<file path="src/rtl/satatrn_rxfisdemux_pkg.sv">
// Shared definitions for the receive-side FIS demultiplexer:
//   FIS type codes seen in i_data[31:24] of a FIS's first word, and the
//   input FSM state encoding.
package satatrn_rxfisdemux_pkg;

  localparam logic [7:0] FIS_DATA     = 8'h46;
  localparam logic [7:0] FIS_D2H      = 8'h34;
  localparam logic [7:0] FIS_SDB      = 8'ha1;
  localparam logic [7:0] FIS_DMASETUP = 8'h41;
  localparam logic [7:0] FIS_PIOSETUP = 8'h5f;

  typedef enum logic [1:0] {
    ST_IDLE = 2'd0,
    ST_REG  = 2'd1,
    ST_DATA = 2'd2,
    ST_DROP = 2'd3
  } rx_state_t;

endpackage

</file>
<file path="src/rtl/satatrn_rxfisdemux_pktfifo.sv">
// sata_pktfifo: commit/rollback FIFO for whole register FISes.
//   i_wr/i_wdata  write a word at the uncommitted write pointer
//   i_commit      publish everything written so far (including a same-cycle write)
//   i_rollback    discard uncommitted words (write pointer <= commit pointer)
//   i_rd          pop the head when o_valid
//   o_valid       committed data present; o_rdata is the head (fall-through)
//   o_space       free words measured against the uncommitted write pointer
//   o_cspace      free words measured against the commit pointer
module sata_pktfifo #(
  parameter int WIDTH  = 33,
  parameter int LGFIFO = 5
) (
  input  logic              i_clk,
  input  logic              i_reset,
  input  logic              i_wr,
  input  logic [WIDTH-1:0]  i_wdata,
  input  logic              i_commit,
  input  logic              i_rollback,
  input  logic              i_rd,
  output logic              o_valid,
  output logic [WIDTH-1:0]  o_rdata,
  output logic [LGFIFO:0]   o_space,
  output logic [LGFIFO:0]   o_cspace
);
  localparam logic [LGFIFO:0] DEPTH = {1'b1, {LGFIFO{1'b0}}};

  logic [WIDTH-1:0] r_mem [0:(1<<LGFIFO)-1];
  logic [LGFIFO:0]  r_wr, r_commit, r_rd;

  always_ff @(posedge i_clk) begin
    if (i_reset) begin
      r_wr     <= '0;
      r_commit <= '0;
      r_rd     <= '0;
    end else begin
      if (i_rollback)  r_wr <= r_commit;
      else if (i_wr)   r_wr <= r_wr + {{LGFIFO{1'b0}}, 1'b1};
      // Commit covers the word being written in the same cycle.
      if (i_commit)    r_commit <= r_wr + {{LGFIFO{1'b0}}, i_wr};
      if (i_rd && o_valid) r_rd <= r_rd + {{LGFIFO{1'b0}}, 1'b1};
    end
  end

  always_ff @(posedge i_clk)
    if (i_wr) r_mem[r_wr[LGFIFO-1:0]] <= i_wdata;

  assign o_valid  = (r_rd != r_commit);
  assign o_rdata  = r_mem[r_rd[LGFIFO-1:0]];
  assign o_space  = DEPTH - (r_wr - r_rd);
  assign o_cspace = DEPTH - (r_commit - r_rd);

endmodule

</file>
<file path="src/rtl/satatrn_rxfisdemux.sv">
// satatrn_rxfisdemux: splits the link-layer FIS stream into a DATA path
// (1-cycle registered pass-through) and a register path (whole FISes held in
// a commit/rollback FIFO until their last word arrives).
//   i_clk, i_reset            clock, synchronous active-high reset
//   i_link_err                kills the FIS in flight
//   i_valid/i_data/i_last     input word stream, no backpressure
//   o_hold                    committed free space < MAXREGW
//   o_reg_valid/i_reg_ready/o_reg_data/o_reg_last   register-FIS stream
//   o_data_valid/o_data_data/o_data_last/o_data_abort DATA-FIS stream
//   o_err_overlen/o_err_overflow  register FIS dropped (too long / no space)
module satatrn_rxfisdemux
  import satatrn_rxfisdemux_pkg::*;
#(
  parameter int         LGFIFO       = 5,
  parameter int         MAXREGW      = 7,
  parameter logic [7:0] DATA_FIS     = FIS_DATA,
  parameter bit         OPT_LOWPOWER = 1'b0
) (
  input  logic        i_clk,
  input  logic        i_reset,
  input  logic        i_link_err,
  input  logic        i_valid,
  input  logic [31:0] i_data,
  input  logic        i_last,
  output logic        o_hold,
  output logic        o_reg_valid,
  input  logic        i_reg_ready,
  output logic [31:0] o_reg_data,
  output logic        o_reg_last,
  output logic        o_data_valid,
  output logic [31:0] o_data_data,
  output logic        o_data_last,
  output logic        o_data_abort,
  output logic        o_err_overlen,
  output logic        o_err_overflow
);
  localparam int              CW   = $clog2(MAXREGW + 1);
  localparam logic [CW-1:0]   MAXC = CW'(MAXREGW);
  localparam logic [LGFIFO:0] MAXS = (LGFIFO+1)'(MAXREGW);

  rx_state_t       r_state;
  logic [CW-1:0]   r_cnt;
  logic            w_route, w_wr, w_commit, w_rollback, w_ovf, w_olen;
  logic            w_fvalid;
  logic [32:0]     w_rdata;
  logic [LGFIFO:0] w_space, w_cspace;

  // Per-word routing decision; a link error discards the same-cycle word.
  always_comb begin
    w_route    = 1'b0;
    w_wr       = 1'b0;
    w_commit   = 1'b0;
    w_rollback = 1'b0;
    w_ovf      = 1'b0;
    w_olen     = 1'b0;
    if (i_link_err) begin
      w_rollback = (r_state == ST_REG);
    end else if (i_valid) begin
      case (r_state)
        ST_IDLE:
          if (i_data[31:24] == DATA_FIS) w_route = 1'b1;
          else if (w_space >= MAXS) begin
            w_wr     = 1'b1;
            w_commit = i_last;
          end else w_ovf = 1'b1;
        ST_REG:
          if (r_cnt == MAXC) begin
            w_rollback = 1'b1;
            w_olen     = 1'b1;
          end else begin
            w_wr     = 1'b1;
            w_commit = i_last;
          end
        ST_DATA: w_route = 1'b1;
        default: ;
      endcase
    end
  end

  always_ff @(posedge i_clk) begin
    if (i_reset) begin
      r_state        <= ST_IDLE;
      r_cnt          <= '0;
      o_hold         <= 1'b0;
      o_data_valid   <= 1'b0;
      o_data_data    <= '0;
      o_data_last    <= 1'b0;
      o_data_abort   <= 1'b0;
      o_err_overlen  <= 1'b0;
      o_err_overflow <= 1'b0;
    end else begin
      o_hold         <= (w_cspace < MAXS);
      o_data_valid   <= w_route;
      o_data_abort   <= i_link_err && (r_state == ST_DATA);
      o_err_overlen  <= w_olen;
      o_err_overflow <= w_ovf;
      if (w_route) begin
        o_data_data <= i_data;
        o_data_last <= i_last;
      end else if (OPT_LOWPOWER) begin
        o_data_data <= '0;
        o_data_last <= 1'b0;
      end

      if (i_link_err) begin
        r_state <= ST_IDLE;
        r_cnt   <= '0;
      end else if (i_valid) begin
        case (r_state)
          ST_IDLE: begin
            r_cnt <= CW'(1);
            if (i_last)        r_state <= ST_IDLE;
            else if (w_route)  r_state <= ST_DATA;
            else if (w_wr)     r_state <= ST_REG;
            else               r_state <= ST_DROP;
          end
          ST_REG:
            if (w_olen)      r_state <= i_last ? ST_IDLE : ST_DROP;
            else begin
              r_cnt <= r_cnt + CW'(1);
              if (i_last) r_state <= ST_IDLE;
            end
          default:
            if (i_last) r_state <= ST_IDLE;
        endcase
      end
    end
  end

  sata_pktfifo #(.WIDTH(33), .LGFIFO(LGFIFO)) u_fifo (
    .i_clk      (i_clk),
    .i_reset    (i_reset),
    .i_wr       (w_wr),
    .i_wdata    ({i_last, i_data}),
    .i_commit   (w_commit),
    .i_rollback (w_rollback),
    .i_rd       (i_reg_ready),
    .o_valid    (w_fvalid),
    .o_rdata    (w_rdata),
    .o_space    (w_space),
    .o_cspace   (w_cspace)
  );

  // Head is masked while empty so the register path reads as all-zero idle.
  assign o_reg_valid = w_fvalid;
  assign o_reg_data  = w_fvalid ? w_rdata[31:0] : 32'h0;
  assign o_reg_last  = w_fvalid & w_rdata[32];

endmodule
</file>
<file path="config.mk">
export PLATFORM = sky130hd
export DESIGN_NAME = satatrn_rxfisdemux
export DESIGN_NICKNAME = d
export VERILOG_FILES = /design/src/rtl/satatrn_rxfisdemux_pkg.sv /design/src/rtl/satatrn_rxfisdemux_pktfifo.sv /design/src/rtl/satatrn_rxfisdemux.sv
export SDC_FILE = /design/constraint.sdc
export NUM_CORES = 1
export LEC_CHECK = 0
export ABC_CLOCK_PERIOD_IN_PS = 6150
export BUFFER_PORTS_ARGS = -buffer_cell sky130_fd_sc_hd__buf_2
export CELL_PAD_IN_SITES_DETAIL_PLACEMENT = 1
export CELL_PAD_IN_SITES_GLOBAL_PLACEMENT = 2
export CORE_MARGIN = 5
export CORE_UTILIZATION = 50
export DETAILED_ROUTE_END_ITERATION = 6
export GPL_ROUTABILITY_DRIVEN = 0
export GPL_TIMING_DRIVEN = 0
export PLACE_DENSITY_LB_ADDON = 0.1
export SLEW_MARGIN = 25
export SYNTH_ARGS = -nofsm -noshare
export SYNTH_HDL_FRONTEND = slang
export SYNTH_SLANG_ARGS = --single-unit
</file>
<file path="constraint.sdc">
create_clock -name i_clk -period 6.15 [get_ports i_clk]
set_input_delay 1.23 -clock i_clk [delete_from_list [all_inputs] [get_ports i_clk]]
set_output_delay 1.23 -clock i_clk [all_outputs]
set_load 0.01 [all_outputs]
</file>
Word-level counts from Yosys, hierarchy flattened:

Memory sizes are Yosys's and may differ from the RTL's. A register that Yosys moved wholly into a read port is not among the register bits.
Cells that the tools add are included.
W data, S select, Z words.

* flip-flop bits (word level): 61
* memory bits (writable): 1056
* input port bits: 38
* output and inout port bits: 72
* logic and storage cells: 78
* memories: 1

* add/sub/neg operators: 8
* order comparisons: 2
* equality and inequality tests: 6
* mux-type cells: 38
* bitwise gates (word level): 3
* reductions and logical operators: 8

Memory list
* u_fifo.r_mem: words 32, width 33, read ports 1, clocked after memory_dff 1, write ports 1, line satatrn_rxfisdemux_pktfifo.sv:27 `logic [WIDTH-1:0] r_mem [0:(1<<LGFIFO)-1];`

Operator list (count)
* $mux W32: 1
* $mux W1: 21
* $add A6 B1 Y6 const B: 2
* $mux W2: 6
* $mux W6: 2
* $sub A6 B6 Y6: 2
* $sub A6 B6 Y6 const A: 2
* $mux W5: 2
* $eq A8 B7 Y1 const B: 1
* $add A6 B1 Y6: 1
* $ge A6 B3 Y1 const B: 1
* $lt A6 B3 Y1 const B: 1
* $ne A6 B6 Y1: 1
* $pmux W1 S2: 3
* $pmux W3 S2: 1
* $reduce_or A5 Y1: 1
* $pmux W2 S2: 1
* $reduce_bool A2 Y1: 2
* $add A3 B1 Y3 const B: 1
* $eq A3 B3 Y1 const B: 1
* $mux W3: 1
* $reduce_and A3 Y1: 1
* $eq A2 B1 Y1 const B: 1
* $eq A2 B2 Y1 const B: 1
* 6 further kinds: 8

Logic depth before layout (Yosys ltp):

Gate-level depths: netlist (run 1).

* depth in word-level cells: 12
* mapped depth: 19
* depth with buffers taken out: 18

By module:

A second synthesis (run 1) with hierarchy kept.

* cell total of the unflattened synthesis: 2704
* area, all modules: 44488.9 um^2

Modules (own cells, without submodules)
* sata_pktfifo: times used 1, cells an instance 2457, area an instance 42439.5 um^2, sequential area each 32170.9 um^2
* satatrn_rxfisdemux: times used 1, cells an instance 247, area an instance 2049.5 um^2, sequential area each 860.8 um^2

Worst setup path before layout (run 1):

No wires, ideal clock.

* path kind: reg-to-reg
* start point: register u_fifo.r_wr[1]
* end point: memory u_fifo.r_mem[11][0], enable pin
* library setup time: 0.464 ns
* arrival time: 4.741 ns
* data required time: 5.686 ns
* slack: 0.945 ns
* cell stages (with the launch flop): 12
* path buffers: 1
* clock period less this slack: 5.205 ns
* path through: dfxtp_1 inv_1 ha_1 ha_1 inv_1 fa_1 or2b_2 o21ai_2 o31a_1 buf_2 nor2_2 nor3_1

* word-level cells in the longest chain between the ends: 10

Ends and longest elaborated chain
* from (decl): line satatrn_rxfisdemux_pktfifo.sv:28 `logic [LGFIFO:0] r_wr, r_commit, r_rd;`
* from (signal assigned): line satatrn_rxfisdemux_pktfifo.sv:36 `if (i_rollback) r_wr <= r_commit;`
* from (signal assigned): line satatrn_rxfisdemux_pktfifo.sv:37 `else if (i_wr) r_wr <= r_wr + {{LGFIFO{1'b0}}, 1'b1};`
* $sub A6 B6 Y6 (2 in series): line satatrn_rxfisdemux_pktfifo.sv:49 `assign o_space = DEPTH - (r_wr - r_rd);`
* $ge A6 B3 Y1: line satatrn_rxfisdemux.sv:62 `else if (w_space >= MAXS) begin`
* $mux W1: line satatrn_rxfisdemux.sv:62
* $mux W1: line satatrn_rxfisdemux.sv:61 `if (i_data[31:24] == DATA_FIS) w_route = 1'b1;`
* $pmux W1 S2: line satatrn_rxfisdemux.sv:59 `case (r_state)`
* $mux W1: line satatrn_rxfisdemux.sv:58 `end else if (i_valid) begin`
* $mux W1: line satatrn_rxfisdemux.sv:56 `if (i_link_err) begin`
* $mux W1: line satatrn_rxfisdemux_pktfifo.sv:45 `if (i_wr) r_mem[r_wr[LGFIFO-1:0]] <= i_wdata;`
* $mux W1 (implied by the code): line satatrn_rxfisdemux_pktfifo.sv:45
* to (decl): line satatrn_rxfisdemux_pktfifo.sv:27

Several ways; a longest one is shown, not always the timed one.

==> results.py, run 1 <==
metrics = {
    "run_status": {
        "outcome": "finished clean",
    },
    "clock_network": {
        "cts_hold_buf": 0,
        "clk_pin_slew_ns": 0.06,
        "h-tree-depth": 3,
        "clk-insertion-delay-late_ns": 0.70,
        "cts_root_buf": "clkbuf_16",
        "cts_sinks": 1122,
        "cts_tree": "yes",
        "cts_resized": 0,
        "cts.path.max_buffers": 3,
        "post_cts_buffers": 0,
        "cts_buffers": 114,
    },
    "timing": {
        "rsz0062_at_grt": "no",
        "worst_slew_pin_slew_ns": 1.10,
        "finalCritPeriodShare_pct": 87.9,
        "fmax_mhz": 185,
        "final_max_slew_viol_count": 0,
        "clock_skew_ns": 0.0288,
        "relSlewSlack_pct": 26.6,
        "period_needed_ns": 5.41,
        "final.setup.tns_ns": 0,
        "hold_viol_final": 0,
        "setup_viol_count_final": 0,
        "fin_hold_ws_ns": 0.451,
    },
    "die": {
        "rows": 108,
        "coreArea_um2": 86500,
        "io_pins": 110,
        "dieArea_um2": 92900,
        "initial_core_util_pct": 50.3,
        "die_x_um": 305,
        "die_h_um": 305,
    },
    "route": {
        "firstDrtPassIters": 6,
        "top_layer": "met4",
        "drc": 0,
        "drt_iter0_markers": 2581,
        "avgViaCountPerCell": 6.15,
        "wire_per_inst_um": 32.6,
        "vias": 21800,
        "wl_met3_um": 8250,
        "ant_nets": 0,
        "wirelength_um": 116000,
        "route.met2.wl_um": 58500,
        "wl_met1_um": 46400,
    },
    "global_routing": {
        "grt_max_degree": 38,
        "grt_overflow_total": 0,
        "grt_first_pass_wirelength_um": 167000,
        "antenna_found_initial": 1,
        "grt_pass1_vias": 23000,
        "grt_util_all_layers_pct": 24.9,
    },
    "logic_synthesis": {
        "avgSynthCellArea_um2": 22.1,
        "synthCells": 1971,
        "ys_seq_area_share_pct": 76.0,
        "yosys.area.top_type_share_pct": 73.0,
        "yosysTopAreaCell": "edfxtp_1",
        "ys_async_sr_fraction_pct": 0,
        "synthTopCellsByCount": "edfxtp_1 (1,056), mux4_2 (330), nand2_1 (83), nor2_1 (75), dfxtp_1 (66)",
        "yosys-top-cells-area": "edfxtp_1 (73%), mux4_2 (17%), dfxtp_1 (3.0%), mux2i_1 (0.78%), ha_1 (0.78%)",
        "synth-seq-cells": 1122,
        "syn_area_um2": 43500,
        "netlist-cell-type-count": 61,
        "synth.most_common_cell": "edfxtp_1",
        "ys_warn_count": 0,
        "synthesis.nets": 2038,
        "synth-edff-count": 1056,
        "ys.flop_type": "edfxtp_1",
    },
    "critical_path": {
        "path_buf_inv": 3,
        "crit_required_ns": 4.92,
        "cpLargestDelayFamily": "buffers and inverters",
        "worst_path_max_delay_cell": "clkbuf_1",
        "cp_cell_sequence": "clkbuf_1 > clkbuf_1 > mux4_2 > mux4_2 > mux2i_1 > nor2_1 > buf_2",
        "startpoint_type": "flop",
        "critPathMaxStageDelay_ns": 0.88,
        "cp_max_fo": 10,
        "end_kind": "primary output",
        "crit_type": "reg -> out",
        "crit_arrival_ns": 4.18,
    },
    "placement": {
        "place_hpwl_um": 78000,
        "portBuffers": 108,
        "dp.cells": 3330,
        "placed_area_um2": 47200,
    },
    "pwr": {
        "p_total_mw": 19.0,
        "powerDensity_nw_per_um2": 374,
        "peakVddDrop_mv": 0.286,
        "p_leak_nw": 15.8,
    },
    "flow_run": {
        "maxCapViolations": 0,
    },
    "cells_and_area": {
        "stdcell_count": 3544,
        "antenna_cells": 0,
        "stdcell_area_um2": 50800,
        "drive_gt1_share_pct": 32.6,
        "area_growth_pct": 16.8,
        "nets": 2359,
        "fill_cells": 7371,
        "final-seq-area_um2": 33000,
        "multi_input_area_um2": 10100,
    },
    "hold_path": {
        "hold_path_class": "reg -> reg",
    },
}
==> routing by layer <==
layer / vias up / GRT usage, %
li1: 8896 / -
met1: 11800 / 34.9
met2: 921 / 41.8
met3: 147 / 4.37
met4: 0 / 5.84
met5: - / 0
==> final timing paths <==
check | startpoint | end | slack, ns | cells after the start
hold reg to reg | o_data_data[1] | o_data_data[1] | 0.45 | 2
setup reg to reg | u_fifo.r_wr[1] | u_fifo.r_mem[27][15] | 1.57 | 14
setup / recovery | flop | o_reg_last | 0.74 | 7
hold / removal | o_data_data[1] | o_data_data[1] | 0.45 | 2
==> placed cells by master (no fill, tap or decap), types with 27 or more instances in the layout <==
cell type,n
clkbuf_1,103
nand2_1,83
ha_1,27
edfxtp_1,1056
clkbuf_16,115
mux4_2,330
mux2i_1,34
nor2_1,51
buf_16,30
buf_2,148
dfxtp_1,66
a21oi_1,45
buf_4,44
==> where the power goes <==
part	switching [mW]	internal [mW]
registers	0.0373	8.44
logic	2.13	1.84
clock network	2.84	3.72
total	5.02	14.0
==> tightest hold or removal path: stages, from the launching register on <==
cell     delay, ns
dfxtp_1       0.30
nand2_1       0.05
a21oi_1       0.05
==> sequential cells by signal, indices dropped and copies added (netlist names), named ones only <==
name	flops
o_data_data	32
o_data_valid	1
o_hold	1
u_fifo.r_commit	6
r_cnt	3
o_data_abort	1
o_err_overflow	1
o_err_overlen	1
r_state	2
u_fifo.r_rd	6
u_fifo.r_wr	6
o_data_last	1
u_fifo.r_mem	1056
==> layout make-up <==
class / instances / area share [%]
clock inverter: 50 / 0.843
timing repair buffer: 205 / 4.16
inverter: 20 / 0.148
buffer: 105 / 0.907
sequential: 1122 / 65.0
multi-input combinational: 724 / 19.9
clock buffer: 163 / 6.12
tap: 1155 / 2.85
==> stage by stage <==
| step | worst slack, ns | util [%] |
|---|---|---|
| after detailed placement | 1.09 | 54.6 |
| after CTS | 0.628 | 58.7 |
| after global placement | -3.28 | 52.6 |
| after global routing | 0.533 | 58.7 |
| after floorplan | 0.945 | - |
| final | 0.742 | 58.7 |
==> cells by family (layout without fill, tap and decap cells) <==
group / count (synthesis) / in the layout / synth area share, %
multiplexers: 364 / 364 / 17.9
flip-flops: 1122 / 1122 / 76.0
buffers and inverters: 125 / 543 / 1.22
AO/OA/AOI/OAI: 87 / 87 / 1.28
AND/OR/NAND/NOR: 224 / 224 / 2.31
XOR/XNOR: 20 / 20 / 0.438
adder cells (fa/ha/maj): 29 / 29 / 0.869
No activity file was read; power rests on OpenSTA's default activity.
==> inputs of run 2 (changes only) <==
--- a/config.mk
+++ b/config.mk
@@ -10,11 +10,12 @@
 export CELL_PAD_IN_SITES_DETAIL_PLACEMENT = 1
 export CELL_PAD_IN_SITES_GLOBAL_PLACEMENT = 2
 export CORE_MARGIN = 5
-export CORE_UTILIZATION = 50
+export CORE_UTILIZATION = 52
+export CTS_BUF_LIST = sky130_fd_sc_hd__clkbuf_4
 export DETAILED_ROUTE_END_ITERATION = 6
 export GPL_ROUTABILITY_DRIVEN = 0
 export GPL_TIMING_DRIVEN = 0
-export PLACE_DENSITY_LB_ADDON = 0.1
+export PLACE_DENSITY = 0.88
 export SLEW_MARGIN = 25
 export SYNTH_ARGS = -nofsm -noshare
 export SYNTH_HDL_FRONTEND = slang
==> run 2 against run 1 <==
Compared with the run above: register-to-register slack lost 0.21 ns; largest power group unchanged; non-clock buffer count decreased by 10; critical path depth did not move; setup slack got worse by 0.62 ns; final cell count is 5.7% higher; clock power shrank 2%.
==> results.py, run 2 (synthesized netlist as in run 1, its figures left out) <==
metrics = {
    "clock_network": {
        "cts_buffers": 295,
        "cts_tree": "yes",
        "cts.path.max_buffers": 4,
        "clk-insertion-delay-late_ns": 1.19,
        "h-tree-depth": 5,
        "cts_sinks": 1122,
        "clk_pin_slew_ns": 0.07,
        "cts_hold_buf": 0,
        "cts_root_buf": "clkbuf_4",
    },
    "cells_and_area": {
        "final_common_cell": "edfxtp_1",
        "mostFrequentLayoutCells": "edfxtp_1 (1,056), clkbuf_4 (419), mux4_2 (330), buf_2 (147), nand2_1 (83)",
        "area_growth_pct": 16.5,
        "stdcell_area_um2": 50600,
        "nets": 2530,
        "drive_gt1_share_pct": 39.7,
        "fin_util_pct": 60.8,
        "stdcell_count": 3746,
        "largest_reg_flops": 1056,
    },
    "timing": {
        "hold_viol_final": 0,
        "final_max_slew_viol_count": 0,
        "period_needed_ns": 6.03,
        "relSlewSlack_pct": 25.1,
        "fin_hold_ws_ns": 0.310,
        "final.setup.tns_ns": 0,
        "rsz0062_at_grt": "no",
        "setup_ws_ns": 0.119,
        "finalCritPeriodShare_pct": 98.1,
        "clock_skew_ns": 0.117,
        "worst_slew_pin_slew_ns": 1.12,
        "setup_viol_count_final": 0,
        "fmax_mhz": 166,
    },
    "global_routing": {
        "grt_pass1_vias": 26400,
        "grt_util_all_layers_pct": 29.7,
        "grt_overflow_total": 0,
        "grt_max_degree": 38,
        "grt_first_pass_wirelength_um": 189000,
        "antenna_found_initial": 3,
    },
    "pwr": {
        "p_leak_nw": 16.2,
        "powerDensity_nw_per_um2": 376,
        "peakVddDrop_mv": 0.188,
        "p_total_mw": 19.0,
    },
    "hold_path": {
        "hold_path_class": "in -> reg",
        "worstHoldPathCells": 2,
        "min_from": "i_reset",
    },
    "critical_path": {
        "regToRegSetupSlack_ns": 1.36,
        "cp_common_cell": "mux4_2",
        "crit_type": "reg -> out",
        "cp_num_cells": 7,
        "worst_path_max_delay_cell": "clkbuf_1",
        "critPathMaxStageDelay_ns": 0.85,
        "startpoint_type": "flop",
        "reg2regPathDepth": 14,
        "cpLargestDelayFamily": "buffers and inverters",
        "r2r-start": "u_fifo.r_wr[1]",
        "cp_max_fo": 10,
        "crit_required_ns": 4.92,
        "crit_arrival_ns": 4.80,
        "cp_cell_sequence": "clkdlybuf4s15_1 > clkbuf_1 > mux4_2 > mux4_2 > mux2i_1 > nor2_1 > buf_2",
        "end_kind": "primary output",
        "path_buf_inv": 3,
    },
    "placement": {
        "portBuffers": 108,
        "placed_area_um2": 47100,
        "preCtsSetupSlack_ns": 1.21,
        "dp.cells": 3246,
        "place_hpwl_um": 80500,
    },
    "die": {
        "initial_core_util_pct": 52.2,
        "coreArea_um2": 83300,
        "io_pins": 110,
        "die_x_um": 299,
        "dieArea_um2": 89500,
        "rows": 106,
        "die_h_um": 299,
    },
    "route": {
        "avgViaCountPerCell": 6.52,
        "wirelength_um": 131000,
        "drt_iter0_markers": 3359,
        "drc": 0,
        "wire_per_inst_um": 35.0,
        "firstDrtPassIters": 5,
        "vias": 24400,
        "ant_nets": 0,
    },
    "run_status": {
        "outcome": "finished clean",
    },
    "flow_run": {
        "maxCapViolations": 0,
    },
}
## run 2: cell count changes in the layout (fill, tap and decap cells not counted), moves of 6 or more
cell | before | now
clkinv_2 | 17 | 7
clkbuf_4 | 0 | 419
buf_16 | 30 | 42
clkbuf_16 | 115 | 0
clkbuf_1 | 103 | 52
buf_12 | 19 | 3
inv_2 | 0 | 9
clkbuf_2 | 0 | 8
clkinv_1 | 15 | 62
buf_4 | 44 | 38
## run 2: layout make-up
cell class | count | area, um^2
fill | 7118 | 32700
buffer | 105 | 475
sequential | 1122 | 33000
antenna | 1 | 2.50
clock inverter | 80 | 339
clock buffer | 419 | 3150
inverter | 20 | 75.1
timing repair buffer | 195 | 2080
tap | 1080 | 1350
multi-input combinational | 724 | 10100
## run 2: repair_timing
| item | 4_1_cts | 5_1_grt |
|---|---|---|
| endpoints found under the setup margin | 5 | 3 |
| gates resized for setup | 2 | 7 |
| buffers inserted | 0 | 0 |
## run 2: layer usage
metal / share of wire [%] / GRT usage, % / vias to the layer above
met5: 0.097 / 0.758 / -
met4: 4.8 / 13.4 / 8
met3: 12 / 11.2 / 404
met2: 49 / 47.3 / 2015
met1: 34 / 36.5 / 12600
li1: - / - / 9389
## run 2: worst paths after layout
check	endpoint
worst max-delay path	o_reg_data[30]
worst max register to register	u_fifo.r_mem[7][15]
worst min-delay path	o_data_abort
worst min register to register	o_data_data[14]
## run 2: power by group
| group | internal, mW | total [mW] | switching (mW) |
|---|---|---|---|
| clock | 3.17 | 6.41 | 3.24 |
| combinational | 1.84 | 4.14 | 2.30 |
| sequential | 8.43 | 8.47 | 0.0418 |
## run 2: worst register-to-register path, delay by kind of cell, from the launching register on
family	cells	cell delay (ns)
and+or+nand+nor	3	1.20
buffers and inverters	6	1.27
adders and majority gates	3	0.95
AOI/OAI and AO/OA	2	0.46
DFF	1	0.55
